File: src/rtl/key_debounce_mc_if.sv
// Key debouncer bus: raw key levels in, per-channel debounced level and
// event pulses out. Clock and reset stay as plain ports on the block.
interface key_debounce_mc_if #(
  parameter int CH = 4
);
  logic [CH-1:0] key_i;
  logic [CH-1:0] key_state_o;
  logic [CH-1:0] press_o;
  logic [CH-1:0] release_o;
  logic [CH-1:0] long_o;
  logic [CH-1:0] repeat_o;

  // Board/control side: drives the raw keys and consumes the events.
  modport master (
    output key_i,
    input  key_state_o, press_o, release_o, long_o, repeat_o
  );

  // Debouncer side.
  modport slave (
    input  key_i,
    output key_state_o, press_o, release_o, long_o, repeat_o
  );
endinterface

File: src/rtl/key_debounce_mc.sv
// Multi-channel key debouncer. Each channel is synchronised, normalised to a
// "pressed" bit and run through its own four-state debounce FSM with a hold
// counter that produces long-press and auto-repeat pulses. All outputs are
// registered, and at most one event pulse per channel is high in any cycle.
module key_debounce_mc #(
  parameter int CH       = 4,
  parameter int DEB_CNT  = 500000,
  parameter int LONG_CNT = 50000000,
  parameter int REP_CNT  = 10000000,
  parameter bit ACT_LOW  = 1'b1,
  parameter bit REP_EN   = 1'b1
) (
  input logic              sclk,
  input logic              rst,
  key_debounce_mc_if.slave bus
);

  localparam int DW   = $clog2(DEB_CNT + 1);
  localparam int HMAX = (LONG_CNT > REP_CNT) ? LONG_CNT : REP_CNT;
  localparam int HW   = $clog2(HMAX + 1);

  localparam logic [DW-1:0] DEB_LAST  = DW'(DEB_CNT - 1);
  localparam logic [HW-1:0] LONG_LAST = HW'(LONG_CNT - 1);
  localparam logic [HW-1:0] REP_LAST  = HW'(REP_CNT - 1);
  // Raw pin level of a released key; the synchroniser resets to it so that a
  // key held through reset is seen as a fresh press.
  localparam logic [CH-1:0] REL_LVL   = {CH{ACT_LOW}};

  typedef enum logic [1:0] {
    IDLE  = 2'd0,
    P_DEB = 2'd1,
    HELD  = 2'd2,
    R_DEB = 2'd3
  } state_t;

  logic [CH-1:0] sync1_q;
  logic [CH-1:0] sync2_q;
  logic [CH-1:0] pressed;

  state_t        state_q [CH];
  logic [DW-1:0] dcnt_q  [CH];
  logic [HW-1:0] hcnt_q  [CH];
  logic [CH-1:0] rep_q;      // 1 = long pulse already given, now in repeat phase
  logic [CH-1:0] level_q;
  logic [CH-1:0] press_q;
  logic [CH-1:0] release_q;
  logic [CH-1:0] long_q;
  logic [CH-1:0] repeat_q;

  // Two-flop synchroniser for the asynchronous key pins.
  always_ff @(posedge sclk) begin
    if (rst) begin
      sync1_q <= REL_LVL;
      sync2_q <= REL_LVL;
    end else begin
      sync1_q <= bus.key_i;
      sync2_q <= sync1_q;
    end
  end

  assign pressed = ACT_LOW ? ~sync2_q : sync2_q;

  // Per-channel debounce FSM with hold counter and registered event pulses.
  always_ff @(posedge sclk) begin
    if (rst) begin
      for (int i = 0; i < CH; i++) begin
        state_q[i] <= IDLE;
        dcnt_q[i]  <= '0;
        hcnt_q[i]  <= '0;
      end
      rep_q     <= '0;
      level_q   <= '0;
      press_q   <= '0;
      release_q <= '0;
      long_q    <= '0;
      repeat_q  <= '0;
    end else begin
      press_q   <= '0;
      release_q <= '0;
      long_q    <= '0;
      repeat_q  <= '0;
      for (int i = 0; i < CH; i++) begin
        case (state_q[i])
          IDLE: begin
            if (pressed[i]) begin
              state_q[i] <= P_DEB;
              dcnt_q[i]  <= DW'(1);
            end
          end
          P_DEB: begin
            if (!pressed[i]) begin
              state_q[i] <= IDLE;
              dcnt_q[i]  <= '0;
            end else if (dcnt_q[i] == DEB_LAST) begin
              state_q[i] <= HELD;
              dcnt_q[i]  <= '0;
              hcnt_q[i]  <= '0;
              rep_q[i]   <= 1'b0;
              level_q[i] <= 1'b1;
              press_q[i] <= 1'b1;
            end else begin
              dcnt_q[i] <= dcnt_q[i] + DW'(1);
            end
          end
          HELD: begin
            // The hold count only advances while the key is still seen
            // pressed; a release candidate freezes it.
            if (!pressed[i]) begin
              state_q[i] <= R_DEB;
              dcnt_q[i]  <= DW'(1);
            end else if (!rep_q[i]) begin
              if (hcnt_q[i] == LONG_LAST) begin
                hcnt_q[i] <= '0;
                rep_q[i]  <= 1'b1;
                long_q[i] <= 1'b1;
              end else begin
                hcnt_q[i] <= hcnt_q[i] + HW'(1);
              end
            end else if (REP_EN) begin
              if (hcnt_q[i] == REP_LAST) begin
                hcnt_q[i]   <= '0;
                repeat_q[i] <= 1'b1;
              end else begin
                hcnt_q[i] <= hcnt_q[i] + HW'(1);
              end
            end else begin
              // Repeat disabled: park the counter instead of letting it wrap.
              hcnt_q[i] <= hcnt_q[i];
            end
          end
          R_DEB: begin
            if (pressed[i]) begin
              // Bounce back: resume holding with the hold count untouched.
              state_q[i] <= HELD;
              dcnt_q[i]  <= '0;
            end else if (dcnt_q[i] == DEB_LAST) begin
              state_q[i]   <= IDLE;
              dcnt_q[i]    <= '0;
              hcnt_q[i]    <= '0;
              rep_q[i]     <= 1'b0;
              level_q[i]   <= 1'b0;
              release_q[i] <= 1'b1;
            end else begin
              dcnt_q[i] <= dcnt_q[i] + DW'(1);
            end
          end
          default: begin
            state_q[i] <= IDLE;
            dcnt_q[i]  <= '0;
            hcnt_q[i]  <= '0;
            rep_q[i]   <= 1'b0;
            level_q[i] <= 1'b0;
          end
        endcase
      end
    end
  end

  assign bus.key_state_o = level_q;
  assign bus.press_o     = press_q;
  assign bus.release_o   = release_q;
  assign bus.long_o      = long_q;
  assign bus.repeat_o    = repeat_q;

endmodule

File: src/flat_wrapper.sv
// flat-port wrapper written by rule: the top's interface ports become plain ports
module key_debounce_mc_flat 
#(
  parameter int CH       = 4,
  parameter int DEB_CNT  = 500000,
  parameter int LONG_CNT = 50000000,
  parameter int REP_CNT  = 10000000,
  parameter bit ACT_LOW  = 1'b1,
  parameter bit REP_EN   = 1'b1
)
  (sclk, rst, bus_key_i, bus_key_state_o, bus_press_o, bus_release_o, bus_long_o, bus_repeat_o);
  key_debounce_mc_if #(.CH(CH)) bus_i ();
  input logic sclk;
  input logic rst;
  input wire logic [$bits(bus_i.key_i)-1:0] bus_key_i;
  output wire logic [$bits(bus_i.key_state_o)-1:0] bus_key_state_o;
  output wire logic [$bits(bus_i.press_o)-1:0] bus_press_o;
  output wire logic [$bits(bus_i.release_o)-1:0] bus_release_o;
  output wire logic [$bits(bus_i.long_o)-1:0] bus_long_o;
  output wire logic [$bits(bus_i.repeat_o)-1:0] bus_repeat_o;
  assign bus_i.key_i = bus_key_i;
  assign bus_key_state_o = bus_i.key_state_o;
  assign bus_press_o = bus_i.press_o;
  assign bus_release_o = bus_i.release_o;
  assign bus_long_o = bus_i.long_o;
  assign bus_repeat_o = bus_i.repeat_o;
  key_debounce_mc #(.CH(CH), .DEB_CNT(DEB_CNT), .LONG_CNT(LONG_CNT), .REP_CNT(REP_CNT), .ACT_LOW(ACT_LOW), .REP_EN(REP_EN)) u_core (.sclk(sclk), .rst(rst), .bus(bus_i));
endmodule
File: config.mk
export PLATFORM = sky130hd
export DESIGN_NAME = key_debounce_mc_flat
export DESIGN_NICKNAME = d
export VERILOG_FILES = /design/src/rtl/key_debounce_mc_if.sv /design/src/rtl/key_debounce_mc.sv /design/src/flat_wrapper.sv
export SDC_FILE = /design/constraint.sdc
export NUM_CORES = 1
export LEC_CHECK = 0
export ABC_CLOCK_PERIOD_IN_PS = 9900
export CAP_MARGIN = 30
export CORE_MARGIN = 3
export CORE_UTILIZATION = 36
export CTS_CLUSTER_SIZE = 10
export DETAILED_ROUTE_END_ITERATION = 8
export GPL_ROUTABILITY_DRIVEN = 1
export HOLD_SLACK_MARGIN = 0.02
export RECOVER_POWER = 25
export SLEW_MARGIN = 20
export SYNTH_ARGS = -nofsm -noshare
export SYNTH_HDL_FRONTEND = slang
export SYNTH_SLANG_ARGS = --single-unit
export TNS_END_PERCENT = 30
File: constraint.sdc
create_clock -name sclk -period 9.9 [get_ports sclk]
set_input_delay 1.485 -clock sclk [delete_from_list [all_inputs] [get_ports sclk]]
set_output_delay 1.485 -clock sclk [all_outputs]
set_load 0.05 [all_outputs]
==> impl_metrics.env <==
export IMPL_status="finished with violations"
export IMPL_violations="max-capacitance violations, max-slew violations"
export IMPL_wirelength_um=21900
export IMPL_drtIter0Drc=498
export IMPL_gr_usage_all_layers=0.126
export IMPL_synth_most_common_cell="nor2_1"
export IMPL_syn_avg_cell_area_um2=10.4
export IMPL_instances_no_fill=1563
export IMPL_die_x_um=186
export IMPL_fin_util=0.411
export IMPL_clock_latency_ps=530
export IMPL_nFillCells=3076
export IMPL_async_reset_ff_frac=0
export IMPL_regMostFlops="u_core.hcnt_q"
export IMPL_syn_instance_count=1118
export IMPL_worstMarginPinSlew_ps=1620
export IMPL_antenna_found_initial=0
export IMPL_vias=8033
export IMPL_rows=65
export IMPL_p_total_mw=2.59
export IMPL_cts_sinks=220
export IMPL_postCtsSetupBuffers=0
export IMPL_use_met3=0.0176
export IMPL_min_path_type="reg -> reg"
export IMPL_holdBufCountCts=0
export IMPL_end_kind="flip-flop"
export IMPL_dp_slack_ps=5940
export IMPL_synth_main_ff_cell="edfxtp_1"
export IMPL_start_util=0.367
export IMPL_dpl_instance_area_um2=12300
export IMPL_power_density_nw_per_um2=198
export IMPL_period_needed_ps=4200
export IMPL_setup_ws_ps=5700
export IMPL_fin_crit_sh=0.424
export IMPL_holdWs_ps=413
export IMPL_netlist_area_um2=11600
export IMPL_critPathKind="in -> reg"
export IMPL_grt_busiest_layer="met2"
export IMPL_ys_top_cells_by_area="edfxtp_1, nor2_1, xor2_1, xnor2_1, dfxtp_1"
export IMPL_arrival_ps=4460
export IMPL_grt_pass1_wl_um=36800
export IMPL_grt_pass1_vias=7588
export IMPL_met1_usage=0.185
export IMPL_htree_levels=1
export IMPL_path_clk_slew_ps=50
export IMPL_numCtsBuffers=26
export IMPL_hold_viol_final=0
export IMPL_internal_power_mw=1.85
export IMPL_synth_seq_area_share=0.541
export IMPL_p_comb_frac=0.119
export IMPL_cts_buffer_depth=3
export IMPL_ctsRootBufferMaster="clkbuf_16"
export IMPL_ios=26
export IMPL_synth_net_count=1132
export IMPL_cts_tree="done"
export IMPL_seq_power_share=0.549
export IMPL_synth_top_area_share=0.486
export IMPL_drv_cap=1
export IMPL_drc=0
export IMPL_r2r_slack_ps=7160
export IMPL_rr_startpoint="u_core.dcnt_q[0][7]$_SDFFCE_PN0P_"
export IMPL_fin_nets=1157
export IMPL_fp_coreArea_um2=31700
export IMPL_hold_path_depth=1
export IMPL_fmax_ghz=0.238
export IMPL_largest_reg_flops=104
export IMPL_gp_congestion=0.769
export IMPL_first_pass_iters=5
export IMPL_ys_warn_count=0
export IMPL_die_h_um=186
export IMPL_dp_hpwl_um=14700
export IMPL_antennaDiodeCount=0
export IMPL_clock_power_share=0.332
export IMPL_ys_ff_latch=220
export IMPL_drive_gt1_frac=0.0543
export IMPL_synth_enable_flop_cells=188
export IMPL_critPathMaxFanout=41
export IMPL_tns_ps=0
export IMPL_reg_largest_list="u_core.hcnt_q x104, u_core.dcnt_q x76, u_core.state_q x8"
export IMPL_io_buffers=25
export IMPL_startpoint="rst"
export IMPL_finClkSkew_ps=24.7
export IMPL_ir_drop_mv=0.138
export IMPL_relSlewSlack=-0.0768
export IMPL_post_place_cells=1517
export IMPL_synth_common_cells="nor2_1, edfxtp_1, xor2_1, nand2_1, xnor2_1"
export IMPL_yosysUniqueCellTypes=60
export IMPL_multi_input_area_um2=5090
export IMPL_synth_top_area_cell="edfxtp_1"
export IMPL_overflow=0
export IMPL_vias_per_cell=5.14
export IMPL_seqCellArea_um2=6290
export IMPL_grt_start_max_net_pins=42
export IMPL_rsz0062_at_grt="false"
export IMPL_endpoint="u_core.hcnt_q[2][11]$_SDFFCE_PP0P_"
export IMPL_grt_util_met2=0.199
export IMPL_post_drt_wl_per_cell_um=14.0
export IMPL_slew_viol_final=42
export IMPL_cts_resized=0
export IMPL_r2r_cells=5
export IMPL_p_leak_nw=4.09
export IMPL_cp_required_ps=10160
export IMPL_fin_area_um2=13000
export IMPL_switchingPower_mw=0.738
export IMPL_worstSetupStartpointType="input pin"
export IMPL_switching_share=0.285
export IMPL_dieArea_um2=34500
export IMPL_ant_nets=0
export IMPL_setup_violations_final=0
export IMPL_reg2reg_to="u_core.state_q[0][1]$_SDFFCE_PP0P_"
export IMPL_area_growth_pct=12.1
how the worst min path moves through the flow:
stage | startpoint | to | slack (ps)
after detailed placement | u_core.sync1_q[2]$_SDFF_PP1_ | u_core.sync2_q[2]$_SDFF_PP1_ | 400
after global placement | u_core.sync1_q[3]$_SDFF_PP1_ | u_core.sync2_q[3]$_SDFF_PP1_ | 390
after global routing | u_core.sync1_q[3]$_SDFF_PP1_ | u_core.sync2_q[3]$_SDFF_PP1_ | 430
after floorplan | u_core.sync1_q[0]$_SDFF_PP1_ | u_core.sync2_q[0]$_SDFF_PP1_ | 390
after CTS | u_core.sync1_q[3]$_SDFF_PP1_ | u_core.sync2_q[3]$_SDFF_PP1_ | 420
final | u_core.sync1_q[3]$_SDFF_PP1_ | u_core.sync2_q[3]$_SDFF_PP1_ | 410
power groups by stage:
stage	combinational, mW	sequential (mW)	clock [mW]
6_report	0.308	1.42	0.858
4_1_cts	0.315	1.42	0.885
3_5_place_dp	0.312	1.43	0
5_1_grt	0.355	1.45	0.921
3_3_place_gp	0.304	1.43	0
2_1_floorplan	0.290	1.35	0
metal layers:
layer / routed length, um / vias to the layer above
met5: 0 / -
met4: 325 / 0
met3: 673 / 25
met2: 9770 / 84
met1: 11100 / 3852
li1: - / 4072
kinds of logic after synthesis:
kind of cell    count (synthesis)  share of synthesized area
xor+xnor                      170                      0.128
fa+ha+maj                       8                    0.00861
compound gates                 37                     0.0226
buf+inv                        56                     0.0215
mux                             1                   0.000861
flops                         220                      0.541
simple gates                  626                      0.278
area by class of cell:
class / instances / share of cell area
Sequential cell: 220 / 0.482
Timing Repair Buffer: 32 / 0.0248
Tap cell: 402 / 0.0386
Inverter: 21 / 0.00605
Clock buffer: 44 / 0.0566
Multi-Input combinational cell: 842 / 0.390
Clock inverter: 2 / 0.00154
placed cells by master (no fill, tap or decap), types with 5 or more instances in the layout:
| cell type | count |
|---|---|
| nor2_1 | 231 |
| edfxtp_1 | 188 |
| xor2_1 | 89 |
| nand2_1 | 85 |
| xnor2_1 | 81 |
| nand3_1 | 63 |
| nand4_1 | 51 |
| nor3_1 | 32 |
| dfxtp_1 | 32 |
| nor4_1 | 29 |
| and4_1 | 26 |
| clkbuf_16 | 26 |
| and3_1 | 24 |
| clkdlybuf4s50_1 | 24 |
| inv_1 | 21 |
| clkbuf_1 | 18 |
| or2_2 | 13 |
| and2_1 | 11 |
| o21ai_0 | 10 |
| ha_1 | 8 |
| nor4b_1 | 7 |
| or3_1 | 6 |
| or4b_1 | 6 |
| a31oi_1 | 6 |
| nand4b_1 | 5 |
| nand2b_1 | 5 |
critical path, stage by stage:
cell and delay [ps]:
clkbuf_1 1130, inv_1 590, and3_1 400, o21ai_1 410
buf_4 340, nor2_1 70
Power figures use the tool's default switching activity.
